==> src/rtl/spi_ram_pkg.sv <==
// spi_ram_pkg: definitions shared by the SPI-fronted RAM design.
//   state_e    - slave FSM states
//   CMD_*      - command codes carried in rx_data[9:8]
//   FRAME_BITS - bits per serial word (2 command + 8 payload)
//   DATA_BITS  - RAM word width
package spi_ram_pkg;

  typedef enum logic [2:0] {
    IDLE,
    CHK_CMD,
    WRITE,
    READ_ADD,
    READ_DATA
  } state_e;

  localparam logic [1:0] CMD_WR_ADDR = 2'b00;
  localparam logic [1:0] CMD_WR_DATA = 2'b01;
  localparam logic [1:0] CMD_RD_ADDR = 2'b10;
  localparam logic [1:0] CMD_RD_DATA = 2'b11;

  localparam int FRAME_BITS = 10;
  localparam int DATA_BITS  = 8;

endpackage

==> src/rtl/spi_ram_mem.sv <==
// spi_ram_mem: byte-wide single-port RAM with command decoder.
// On each rx_valid strobe rx_data[9:8] selects: set write address, write
// data, set read address, or read data (dout + one-cycle tx_valid).
// Optional macro SPI_RAM_ADDR_AUTOINC_EN: post-increment wr_addr after a
// data write and rd_addr after a data read, for sequential bursts.
// Ports:
//   clk       - system clock, rising edge
//   rst_n     - asynchronous reset, active HIGH (name kept from codebase)
//   rx_data   - command word {cmd[1:0], payload[7:0]}
//   rx_valid  - command strobe
//   dout      - read data
//   tx_valid  - one-cycle strobe, dout valid
module spi_ram_mem
  import spi_ram_pkg::*;
#(
  parameter int MEM_DEPTH = 256,
  parameter int ADDR_SIZE = 8
) (
  input  logic                  clk,
  input  logic                  rst_n,
  input  logic [FRAME_BITS-1:0] rx_data,
  input  logic                  rx_valid,
  output logic [DATA_BITS-1:0]  dout,
  output logic                  tx_valid
);

  logic [DATA_BITS-1:0] mem [MEM_DEPTH];
  logic [ADDR_SIZE-1:0] wr_addr;
  logic [ADDR_SIZE-1:0] rd_addr;
  logic [1:0]           cmd;

  assign cmd = rx_data[FRAME_BITS-1 -: 2];

  // NOTE: the array has no reset so it can map onto a real RAM macro;
  // contents survive rst_n.
  always_ff @(posedge clk) begin
    if (rx_valid && cmd == CMD_WR_DATA)
      mem[wr_addr] <= rx_data[DATA_BITS-1:0];
  end

  always_ff @(posedge clk or posedge rst_n) begin
    if (rst_n) begin
      wr_addr  <= '0;
      rd_addr  <= '0;
      dout     <= '0;
      tx_valid <= 1'b0;
    end else begin
      tx_valid <= 1'b0;
      if (rx_valid) begin
        case (cmd)
          CMD_WR_ADDR: wr_addr <= rx_data[ADDR_SIZE-1:0];
          CMD_WR_DATA: begin
`ifdef SPI_RAM_ADDR_AUTOINC_EN
            wr_addr <= wr_addr + ADDR_SIZE'(1);
`else
            wr_addr <= wr_addr;
`endif
          end
          CMD_RD_ADDR: rd_addr <= rx_data[ADDR_SIZE-1:0];
          default: begin
            dout     <= mem[rd_addr];
            tx_valid <= 1'b1;
`ifdef SPI_RAM_ADDR_AUTOINC_EN
            rd_addr  <= rd_addr + ADDR_SIZE'(1);
`endif
          end
        endcase
      end
    end
  end

endmodule

==> src/rtl/spi_ram_slave.sv <==
// spi_slave_if: SPI slave shift engine.
// After SS_n falls the slave spends one cycle in IDLE and one in CHK_CMD,
// where MOSI selects a write or read path. It then shifts FRAME_BITS bits
// MSB-first into rx_data and pulses rx_valid for one cycle. When the RAM
// answers with tx_valid, dout is serialised MSB-first on miso.
// Ports:
//   clk       - system clock, rising edge
//   rst_n     - asynchronous reset, active HIGH (name kept from codebase)
//   ss_n      - slave select, active low; high aborts the frame
//   mosi      - serial data in
//   miso      - serial data out (registered)
//   rx_data   - received word {cmd[1:0], payload[7:0]}
//   rx_valid  - one-cycle strobe, rx_data complete
//   dout      - read data from RAM
//   tx_valid  - one-cycle strobe, dout valid
module spi_slave_if
  import spi_ram_pkg::*;
(
  input  logic                  clk,
  input  logic                  rst_n,
  input  logic                  ss_n,
  input  logic                  mosi,
  output logic                  miso,
  output logic [FRAME_BITS-1:0] rx_data,
  output logic                  rx_valid,
  input  logic [DATA_BITS-1:0]  dout,
  input  logic                  tx_valid
);

  localparam int CNT_W = $clog2(FRAME_BITS + 1);
  localparam logic [CNT_W-1:0] LAST_BIT   = CNT_W'(FRAME_BITS - 1);
  localparam logic [CNT_W-1:0] FRAME_DONE = CNT_W'(FRAME_BITS);

  state_e               state;
  logic [CNT_W-1:0]     bit_cnt;
  logic                 rd_addr_flag;
  logic [DATA_BITS-2:0] tx_shift;
  logic [2:0]           tx_cnt;

  // NOTE: every register below is state, so all assignments are
  // non-blocking; blocking ones would let later statements see new values
  // within the same edge and break the shift/strobe timing.
  always_ff @(posedge clk or posedge rst_n) begin
    if (rst_n) begin
      state        <= IDLE;
      bit_cnt      <= '0;
      rx_data      <= '0;
      rx_valid     <= 1'b0;
      rd_addr_flag <= 1'b0;
      miso         <= 1'b0;
      tx_shift     <= '0;
      tx_cnt       <= '0;
    end else begin
      rx_valid <= 1'b0;
      if (ss_n) begin
        // Abort: drop the partial word and any pending shift-out; the
        // read-address flag survives so a later READ_DATA frame still works.
        state    <= IDLE;
        bit_cnt  <= '0;
        miso     <= 1'b0;
        tx_shift <= '0;
        tx_cnt   <= '0;
      end else begin
        case (state)
          IDLE: state <= CHK_CMD;
          CHK_CMD: begin
            bit_cnt <= '0;
            if (!mosi)            state <= WRITE;
            else if (rd_addr_flag) state <= READ_DATA;
            else                  state <= READ_ADD;
          end
          WRITE, READ_ADD, READ_DATA: begin
            // Once FRAME_DONE is reached the slave ignores MOSI until SS_n rises.
            if (bit_cnt != FRAME_DONE) begin
              rx_data <= {rx_data[FRAME_BITS-2:0], mosi};
              bit_cnt <= bit_cnt + CNT_W'(1);
              if (bit_cnt == LAST_BIT) begin
                rx_valid <= 1'b1;
                if (state == READ_ADD)  rd_addr_flag <= 1'b1;
                if (state == READ_DATA) rd_addr_flag <= 1'b0;
              end
            end
          end
          default: state <= IDLE;
        endcase

        // MISO serializer: MSB goes out the cycle after tx_valid, the
        // remaining seven bits follow, then the line returns to 0.
        if (tx_valid) begin
          miso     <= dout[DATA_BITS-1];
          tx_shift <= dout[DATA_BITS-2:0];
          tx_cnt   <= 3'd7;
        end else if (tx_cnt != 3'd0) begin
          miso     <= tx_shift[DATA_BITS-2];
          tx_shift <= {tx_shift[DATA_BITS-3:0], 1'b0};
          tx_cnt   <= tx_cnt - 3'd1;
        end else begin
          miso <= 1'b0;
        end
      end
    end
  end

endmodule

==> src/rtl/spi_ram_top.sv <==
// spi_ram_top: SPI slave front end driving a byte-wide RAM.
// The RAM instance is RAM_interface and holds array mem.
// Optional macro SPI_RAM_ADDR_AUTOINC_EN enables address auto-increment.
// Ports:
//   clk    - system clock, rising edge
//   rst_n  - asynchronous reset, active HIGH (name kept from codebase)
//   SS_n   - SPI slave select, active low
//   MOSI   - serial data in, MSB first
//   MISO   - serial data out, MSB first, registered
module spi_ram_top
  import spi_ram_pkg::*;
#(
  parameter int MEM_DEPTH = 256,
  parameter int ADDR_SIZE = 8
) (
  input  logic clk,
  input  logic rst_n,
  input  logic SS_n,
  input  logic MOSI,
  output logic MISO
);

  logic [FRAME_BITS-1:0] rx_data;
  logic                  rx_valid;
  logic [DATA_BITS-1:0]  dout;
  logic                  tx_valid;

  spi_slave_if u_slave (
    .clk      (clk),
    .rst_n    (rst_n),
    .ss_n     (SS_n),
    .mosi     (MOSI),
    .miso     (MISO),
    .rx_data  (rx_data),
    .rx_valid (rx_valid),
    .dout     (dout),
    .tx_valid (tx_valid)
  );

  spi_ram_mem #(
    .MEM_DEPTH (MEM_DEPTH),
    .ADDR_SIZE (ADDR_SIZE)
  ) RAM_interface (
    .clk      (clk),
    .rst_n    (rst_n),
    .rx_data  (rx_data),
    .rx_valid (rx_valid),
    .dout     (dout),
    .tx_valid (tx_valid)
  );

endmodule

==> config.mk <==
export PLATFORM = sky130hd
export DESIGN_NAME = spi_ram_top
export DESIGN_NICKNAME = d
export VERILOG_FILES = /design/src/rtl/spi_ram_pkg.sv /design/src/rtl/spi_ram_mem.sv /design/src/rtl/spi_ram_slave.sv /design/src/rtl/spi_ram_top.sv
export SDC_FILE = /design/constraint.sdc
export NUM_CORES = 2
export LEC_CHECK = 0
export BUFFER_PORTS_ARGS = -buffer_cell sky130_fd_sc_hd__buf_2
export CORE_ASPECT_RATIO = 1.2
export CORE_MARGIN = 4
export CORE_UTILIZATION = 48
export DETAILED_ROUTE_END_ITERATION = 6
export PLACE_DENSITY = 0.71
export RECOVER_POWER = 25
export SLEW_MARGIN = 10
export SYNTH_ARGS = -nofsm -noshare
export SYNTH_HDL_FRONTEND = slang
export SYNTH_SLANG_ARGS = --single-unit
==> constraint.sdc <==
create_clock -name clk -period 3.75 [get_ports clk]
set_clock_uncertainty 0.1 [all_clocks]
set_input_delay 0.375 -clock clk [delete_from_list [all_inputs] [get_ports clk]]
set_output_delay 0.375 -clock clk [all_outputs]
set_load 0.005 [all_outputs]
==> impl_results.md <==
- Clock tree from TritonCTS: built
- Count of distinct cell types in the synthesized netlist: 70
- Final-report setup violation count: 1
- Avg Inst Size Synth: slightly below 20 um2
- Yosys synthesis warning count: 0
- Run status: finished, violations left
- PortBufs: 4
- Via count of the first global-routing pass: approximately 43000
- First-iteration detailed-routing DRC count: around 5200
- Headroom to the max-slew limit: -85.0%
- Slew at the pin closest to its max-slew limit: between 2 and 3 ns
- Worst EP required: between 4 and 5 ns
- Global-route wire length before repair: between 300 and 400 mm
- Average wire length per cell after detail routing: 30.3 um
- Drt via density: slightly above 6
- Growth of design area from synthesis to finish: 13.1%
- Most frequent standard cell in the layout excluding fill and tap cells: edfxtp_1
- Kind of critical path: reg -> reg
- Net count, final: around 4500
- Placer congestion estimate: roughly 0.91
- CP startpoint: RAM_interface.rd_addr[0]
- Hold path start: MOSI
- Async set-or-reset flop fraction in the synthesized netlist: under 10%
- Post-DP HPWL: 137 mm
- Cells along the critical path: buf_12 > buf_4 > mux4_2 > a211oi_1 > a22oi_1 > a41oi_2 > o31ai_1
- Seq/Total Area, Yosys: around three quarters
- Clk Latency, worst-skew pair: between 0.8 and 0.9 ns
- Violated checks: DRC, capacitance limit, slew limit, setup timing
- Startpoint type of the worst setup path: flop
- Floorplan Core Area: roughly 170000 um2
- Type of destination of the critical path: flop
- Initial antenna violation count: 7
- Number of max-slew violations in the final report: roughly 760
- Starting density of the core: 48.3%
- Post-layout power: a little over 0.05 W
- Finished Core Util: between 50% and 60%
- Count of final hold-check violations: 0
- CTS HTree Levels: 4
- Critical Path AT: about 4.4 ns
- Shortest clock period the worst path allows after layout: 3.75 ns
- Number of enable flip-flop cells after synthesis: slightly above 2000
- Post-route clock period utilization: 100%
- Remaining design rule violation count: 1
- Standby leakage power: about 29 nW
- Max-cap violation count: 10
- Area fraction in and, or, nand and nor cells after synthesis: roughly 2.7%
- Maximum net fanout on the critical path: 24
- Peak VDD IR: 0.515 mV
- #FFs+latches synth: 2103
- FF-to-FF Start: RAM_interface.rd_addr[0]
- Worst-case setup slack after placement: -0.104 ns
- Clk buf depth: 3
- Power density over the cells: roughly 550 nW/um2
- Cell at the slowest stage of the critical path: a211oi_1
- Remaining global-route overflow: 0
- Pin count of the biggest net entering global routing: 99
- Max Freq: 0.267 GHz
- Number of rows created at floorplan: approximately 170
- Worst setup margin: -0.000152 ns
- Combined area of all synthesized cells: ~83000 um2
- Gate count after technology mapping: 4200
- Number of sinks on the clock net: approximately 2100
- Final Routed Wirelength: ~210 mm
- Top_reg_cell synth: edfxtp_1
- Die X: 387 um
- Fraction of the mapped netlist area in adder cells: less than 1%
- Routed vias: roughly 43000
- Total CTS buffers: ~190
- Die Ht: between 400 and 500 um
- Hold Crit Class: in -> reg
- Cell Area, Placed: about 87000 um2
- # IOs: 5
- GRT Overall Usage: around a quarter
- Remaining antenna violation count after routing: 0
- Post-synthesis compound-gate area fraction: 4.37%
- Leading cell types in the layout, fill and taps excluded: 2048 x edfxtp_1, 419 x mux2i_1, 357 x buf_4
- Syn_nets: around 4200
- Post-route design area: ~93000 um2
- Clock root buffer: clkbuf_16
- Setup Total Neg Slack: -0.000152 ns
- Die area: 179000 um2
- Post-synthesis mux area share: approximately 14%
- Main combinational cell family by area after synthesis: multiplexers
- Clock transition at the register clock pins on the worst setup and hold paths after CTS: roughly 0.06 ns
- Fraction of synthesized cell area in xor and xnor cells: less than 1%
- Share of layout cells above drive strength 1: 22.8%
- Max stage delay on crit path: around 0.83 ns
- Number of detailed-route iterations in the first pass: 7
[metal layers]
metal	GRT usage [%]	wire length, um	vias to the layer above
li1	-	-	18000
met1	30.1	76100	22500
met2	38.7	104000	2301
met3	4.57	18800	502
met4	12.1	12600	4
met5	0	28	-
[sequential cells by signal, indices dropped and copies added, names as in the netlist]
signal                  count
RAM_interface.tx_valid      1
u_slave.rx_data            10
u_slave.rd_addr_flag        1
RAM_interface.dout          8
u_slave.state               3
u_slave.rx_valid            1
u_slave.miso                1
RAM_interface.wr_addr       8
u_slave.tx_shift            7
u_slave.bit_cnt             4
u_slave.tx_cnt              3
RAM_interface.mem        2048
RAM_interface.rd_addr       8
[critical path: cells and delay by family (launching register included)]
kind / cells / cell delay [ns]
DFF: 1 / 0.66
AOI/OAI and AO/OA: 4 / 1.66
buffers and inverters: 2 / 0.62
muxes: 1 / 0.53
[cell usage after synthesis, drive strengths merged, types with 4 or more instances]
cell / n / area (um2)
buf: 148 / 1300
ha: 5 / 62.6
o2111ai: 7 / 61.3
a31o: 4 / 35.0
nand3: 36 / 185
clkbuf: 114 / 439
or3: 7 / 43.8
mux2: 59 / 664
a21oi: 73 / 365
nor2b: 17 / 106
edfxtp: 2048 / 61500
o221ai: 81 / 709
nand2b: 5 / 31.3
mux2i: 419 / 4190
and2: 12 / 75.1
a22oi: 8 / 60.1
inv: 13 / 48.8
a41oi: 4 / 50.1
o22ai: 112 / 701
o21ai: 67 / 335
a31oi: 7 / 43.8
a221oi: 46 / 403
nor3: 11 / 55.1
nand2: 77 / 292
a2111oi: 15 / 138
nand4: 14 / 87.6
nand3b: 5 / 41.3
o31ai: 4 / 30.0
mux4: 313 / 7090
dfrtp: 55 / 1380
and3b: 4 / 35.0
nor2: 301 / 1130
o211ai: 5 / 37.5
a221o: 10 / 100
nor3b: 4 / 30.0
a211oi: 58 / 435
nor4: 6 / 37.5
[cell type report]
cell class	count	area [um2]
repair buffers	410	3520
clock inverters	107	1080
multi-input cells	1821	17900
flip-flops and latches	2103	62900
clock buffers	240	5010
well taps	2268	2840
diodes	1	2.50
inverters	14	56.3
fillers	12800	77400
[repair_timing]
| item | 4_1_cts | 5_1_grt |
|---|---|---|
| pin swaps | 0 | 0 |
| gates resized for setup | 4 | 4 |
| hold endpoints to repair | 40 | 0 |
| hold buffers | 3 | 0 |
| endpoints found under the setup margin | 4 | 4 |
| setup buffers | 0 | 0 |
[logic make-up (layout without fill, tap and decap cells)]
family                     Yosys count  after routing
adders and majority gates            5              5
other                                0              1
buffers and inverters              276            771
xor gates and xnor gates             2              2
muxes                              791            791
AOI/OAI and AO/OA                  513            513
and+or+nand+nor                    510            510
DFF                               2103           2103
[per-stage QoR]
stage	std cells	hold WS, ns
after floorplan	4200	0.356
after global placement	6613	0.387
after detailed placement	6613	0.393
after CTS	6963	0.0884
after global routing	6964	0.297
final	6964	0.291
[where the power goes]
group / leakage (nW) / total (W) / internal (W) / switching, W
clock: 2.97 / 0.0192 / 0.0107 / 0.00849
sequential: 19.2 / 0.0297 / 0.0286 / 0.00108
combinational: 6.39 / 0.00265 / 0.000416 / 0.00223
total: 28.5 / 0.0515 / 0.0397 / 0.0118
[worst paths after layout]
check | endpoint | cells after the start | slack (ns)
hold reg to reg | RAM_interface.dout[1] | 2 | 0.41
min in group asynchronous | RAM_interface.rd_addr[1] | 3 | 0.36
setup reg to reg | RAM_interface.dout[2] | 7 | -0.0002
max in group asynchronous | u_slave.tx_shift[2] | 4 | 0.75
hold / removal | u_slave.rx_data[0] | 3 | 0.29
setup / recovery | RAM_interface.dout[2] | 7 | -0.0002
Power figures use the tool's default switching activity.
